$ cat src/rtl/led_bounce_decoder.sv
// Tracks a single lit LED bouncing between bit 0 and bit 7 and flags sequence faults.
// Define LED_BOUNCE_CNT_EN to build the end-bounce counter; otherwise bounce_cnt is tied to 0.
module led_bounce_decoder (
  input  logic       clk,
  input  logic       reset,
  input  logic       en,
  input  logic       clr,
  input  logic [7:0] IN,
  output logic [2:0] pos,
  output logic       dir,
  output logic       locked,
  output logic       err,
  output logic [7:0] bounce_cnt
);

  typedef enum logic [1:0] {StSearch, StAcquire, StTrack, StFault} state_e;

  state_e     state_q, state_d;
  logic [2:0] pos_q, pos_d;
  logic       dir_q, dir_d;
  logic       locked_q, locked_d;
  logic       err_q, err_d;

  logic       valid;
  logic [2:0] idx;
  logic [3:0] idx_w, pos_w;
  logic       step_up, step_dn, step_ok, hold;

  always_comb begin
    idx = '0;
    for (int i = 0; i < 8; i++) begin
      if (IN[i]) idx = i[2:0];
    end
  end

  // 4-bit compares so that pos 7 + 1 and pos 0 - 1 never alias onto a real index
  assign valid   = $onehot(IN);
  assign idx_w   = {1'b0, idx};
  assign pos_w   = {1'b0, pos_q};
  assign step_up = valid && (idx_w == pos_w + 4'd1);
  assign step_dn = valid && (idx_w + 4'd1 == pos_w);
  assign step_ok = dir_q ? step_up : step_dn;
  assign hold    = (IN == (8'd1 << pos_q));

  always_comb begin
    state_d  = state_q;
    pos_d    = pos_q;
    dir_d    = dir_q;
    locked_d = locked_q;
    err_d    = err_q;
    if (clr) begin
      state_d  = StSearch;
      locked_d = 1'b0;
      err_d    = 1'b0;
    end else if (en) begin
      unique case (state_q)
        StSearch: begin
          if (valid) begin
            pos_d   = idx;
            state_d = StAcquire;
          end
        end
        StAcquire: begin
          if (step_up) begin
            pos_d    = idx;
            dir_d    = (idx != 3'd7);
            state_d  = StTrack;
            locked_d = 1'b1;
          end else if (step_dn) begin
            pos_d    = idx;
            dir_d    = (idx == 3'd0);
            state_d  = StTrack;
            locked_d = 1'b1;
          end else if (valid) begin
            pos_d = idx;
          end else begin
            state_d = StSearch;
          end
        end
        StTrack: begin
          if (hold) begin
            state_d = StTrack;
          end else if (step_ok) begin
            pos_d = idx;
            if (idx == 3'd7) dir_d = 1'b0;
            else if (idx == 3'd0) dir_d = 1'b1;
          end else begin
            state_d  = StFault;
            locked_d = 1'b0;
            err_d    = 1'b1;
          end
        end
        StFault: begin
          state_d = StFault;
        end
      endcase
    end
  end

  always_ff @(posedge clk) begin
    if (reset) begin
      state_q  <= StSearch;
      pos_q    <= 3'd0;
      dir_q    <= 1'b1;
      locked_q <= 1'b0;
      err_q    <= 1'b0;
    end else begin
      state_q  <= state_d;
      pos_q    <= pos_d;
      dir_q    <= dir_d;
      locked_q <= locked_d;
      err_q    <= err_d;
    end
  end

  assign pos    = pos_q;
  assign dir    = dir_q;
  assign locked = locked_q;
  assign err    = err_q;

`ifdef LED_BOUNCE_CNT_EN
  logic [7:0] cnt_q, cnt_d;
  logic       bounce;

  assign bounce = en && (state_q == StTrack) && !hold && step_ok && (idx == 3'd7 || idx == 3'd0);

  always_comb begin
    cnt_d = cnt_q;
    if (clr) cnt_d = '0;
    else if (bounce && cnt_q != 8'hff) cnt_d = cnt_q + 8'd1;
  end

  always_ff @(posedge clk) begin
    if (reset) cnt_q <= '0;
    else       cnt_q <= cnt_d;
  end

  assign bounce_cnt = cnt_q;
`else
  assign bounce_cnt = 8'd0;
`endif

endmodule

$ cat config.mk
export PLATFORM = sky130hd
export DESIGN_NAME = led_bounce_decoder
export DESIGN_NICKNAME = d
export VERILOG_FILES = /design/src/rtl/led_bounce_decoder.sv
export SDC_FILE = /design/constraint.sdc
export NUM_CORES = 1
export LEC_CHECK = 0
export ABC_CLOCK_PERIOD_IN_PS = 5000
export CORE_ASPECT_RATIO = 1.2
export CORE_MARGIN = 5
export CORE_UTILIZATION = 30
export DETAILED_ROUTE_END_ITERATION = 12
export GPL_TIMING_DRIVEN = 0
export PLACE_DENSITY = 0.48
export SETUP_SLACK_MARGIN = 0.05
export SLEW_MARGIN = 20
export SYNTH_ARGS = -nofsm -noshare
export SYNTH_HDL_FRONTEND = slang
export SYNTH_SLANG_ARGS = --single-unit
$ cat constraint.sdc
create_clock -name clk -period 5 [get_ports clk]
set_input_delay 1 -clock clk [delete_from_list [all_inputs] [get_ports clk]]
set_output_delay 1 -clock clk [all_outputs]
set_load 0.01 [all_outputs]
==> impl_metrics.toml <==
[clock_network]
cts_root_buf = "clkbuf_8"
clk_pin_slew_ns = 0.04
clock_latency_ns = 0.23
clock_sinks = 8
h-tree-depth = 1
cts_tree = "yes"
cts_buffers = 3
cts.path.max_buffers = 2

[critical_path]
crit_path_max_fanout = 7
required_ns = 5.11
r2r_setup_slack_ns = 2.37
cp.arrival_ns = 4.68
cp-start-kind = "primary input"
reg2reg_depth = 9
startpoint = "IN[5]"
crit_path_end_kind = "flip-flop"
critPathKind = "in2reg"

[die]
row_count = 26
dieArea_um2 = 5870
io_pins = 26
die_w_um = 70.78
design.core.area_um2 = 4294
initial_core_util_pct = 30.97
die_h_um = 82.94

[detailed_routing]
vias = 1210
post_drt_via_cell_ratio = 4.840
first_iter_violations = 51
dr.pass1.iters = 4
drc_errors = 0
wl_um = 3275
wl_per_cell_um = 13.10
ant_nets = 0

[yosys]
syn_inst = 168
yosysWarnings = 0
synth_top_flop_cell = "dfxtp_1"
ys_types = 48
synth-edff-count = 0
syn-mean-instance-area_um2 = 7.917
synth_seq_area_share_pct = 12.04
post-synth-top-area-fraction_pct = 15.99
ys_seq_elements = 8
yosysTopAreaCell = "ha_1"
async_flop_share_pct = 0
netlist_area_um2 = 1330
yosys-top-cells-area = "ha_1 16%, dfxtp_1 12%, inv_1 7.3%"

[power_and_ir_drop]
ir_drop_uv = 84.35
p_leak_nw = 0.7331
p_per_area_nw_per_um2 = 187.0

[layout]
postLayoutCellArea_um2 = 1635
num-fill-cells = 471
final_cells = 250
multiInputGateArea_um2 = 1005
diodes = 0
drive_above_1_share_pct = 14.95
area_growth_pct = 22.95
fin_nets = 229
seq_area_um2 = 160.2

[sta]
hold_viol = 0
rsz0062_at_grt = "false"
fin_skew_ns = 0.002543
period_minus_slack_ns = 4.569
timing.fmax_mhz = 218.9
slew_headroom_pct = 55.14
drv_slew = 0
period_share_pct = 91.37
tightest_slew_ns = 0.6673
setup_viol = 0

[hold_path]
holdCritPathClass = "reg2reg"
min_path_cells = 1

[global_routing]
grt_overflow = 0
antenna_found_initial = 0
grt_max_degree = 11
grt_usage_pct = 11.85
grt_pass1_vias = 1239
grt_pass1_wl_um = 5885

[place]
port_buffers = 15
dp_hpwl_um = 2654
gp_congestion = 0.7486
postPlaceCellArea_um2 = 1577
numPlacedInstances = 246

[outcome]
status = "complete, no violations"

[job]
maxCapViolations = 0
-- kinds of logic after synthesis --
family,count (synthesis),share of synthesized area [%]
AO/OA/AOI/OAI,32,19.00
XOR/XNOR,6,3.951
adder cells (fa/ha/maj),21,22.01
buffers and inverters,38,14.58
flip-flops,8,12.04
multiplexers,4,3.480
other,1,0.2819
AND/OR/NAND/NOR,58,24.65
-- stage by stage --
stage          setup WS (ns)  util (%)  total power, mW  setup TNS, ns  hold WS, ns
2_1_floorplan         0.5196         -           0.1802              0       0.4710
3_3_place_gp         -0.3105     36.71           0.2174         -1.296       0.4537
3_5_place_dp         -0.3397     36.71           0.2199         -1.351       0.4588
4_1_cts              0.08711     37.91           0.3099              0       0.4827
5_1_grt               0.1441     38.08           0.3372              0       0.5068
6_report              0.4315     38.08           0.3058              0       0.4821
-- cells in the mapped netlist (2+ instances only) --
cell type / instances
a31oi_1: 3
o21ai_0: 4
nand2_1: 7
nor3_1: 11
inv_1: 26
o211ai_1: 3
xnor2_1: 6
and4bb_2: 2
nand3_1: 4
a21oi_1: 5
buf_4: 9
nand2b_1: 3
mux2i_1: 2
nor2_1: 18
ha_1: 17
a211oi_1: 2
dfxtp_1: 8
nor2b_1: 3
o21a_1: 2
fa_1: 4
and4b_1: 2
-- routing by layer --
layer / track usage (%) / share of wire, % / up-vias
met4: 2.051 / 0.37 / 0
met3: 2.415 / 5.4 / 2
li1: - / - / 619
met2: 21.10 / 49 / 29
met5: 0 / 0 / -
met1: 14.65 / 45 / 560
-- where the power goes --
part,internal (mW),leakage [nW],switching (mW)
clock,0.0525,0.0216,0.0292
sequential,0.0666,0.0646,0.00370
combinational,0.0707,0.647,0.0831
total,0.190,0.733,0.116
-- timing repair --
| item | CTS | global route |
|---|---|---|
| resized for setup | 1 | 3 |
| pin swaps | 1 | 2 |
| endpoints found under the setup margin | 4 | 7 |
| setup buffers | 1 | 0 |
| hold buffers | 0 | 0 |
-- worst min path at each step --
stage | startpoint | to | slack [ns]
floorplan | state_q[1] | state_q[1] | 0.47
global placement | err | err | 0.45
CTS | err | err | 0.48
detailed placement | err | err | 0.46
finish | err | err | 0.48
global route | err | err | 0.51
-- cell usage in the layout, fill, tap and decap left out, types with 2 or more instances in the layout --
cell type	instances
a21oi_1	5
a31oi_1	3
ha_1	17
nor2b_1	3
nand3_1	4
nor2_1	17
clkdlybuf4s50_1	12
nor3_1	11
o211ai_1	3
xnor2_1	6
inv_1	26
and4b_1	2
nand2b_1	3
mux2i_1	2
buf_4	10
dlymetal6s2s_1	3
clkbuf_8	4
fa_1	4
nand2_1	7
and4bb_2	2
o21a_1	2
conb_1	8
o21ai_0	4
a211oi_1	2
dfxtp_1	8
-- layout make-up --
class	instances	area share, %
plain buffers	11	5.662
clock buffers	3	2.525
inverters	27	6.197
multi-input cells	129	61.44
flip-flops and latches	8	9.793
well taps	56	4.285
repair buffers	16	10.10
-- worst max-delay path, stage by stage --
cell             delay (ns)
clkdlybuf4s50_1        0.64
inv_2                  0.11
fa_1                   0.57
fa_1                   0.41
inv_1                  0.06
ha_1                   0.16
inv_1                  0.06
fa_1                   0.37
nor2_1                 0.10
a31oi_1                0.12
nor2_2                 0.17
buf_4                  0.15
o211ai_1               0.13
or2_4                  0.29
o311a_1                0.35
No activity file was read; power rests on OpenSTA's default activity.
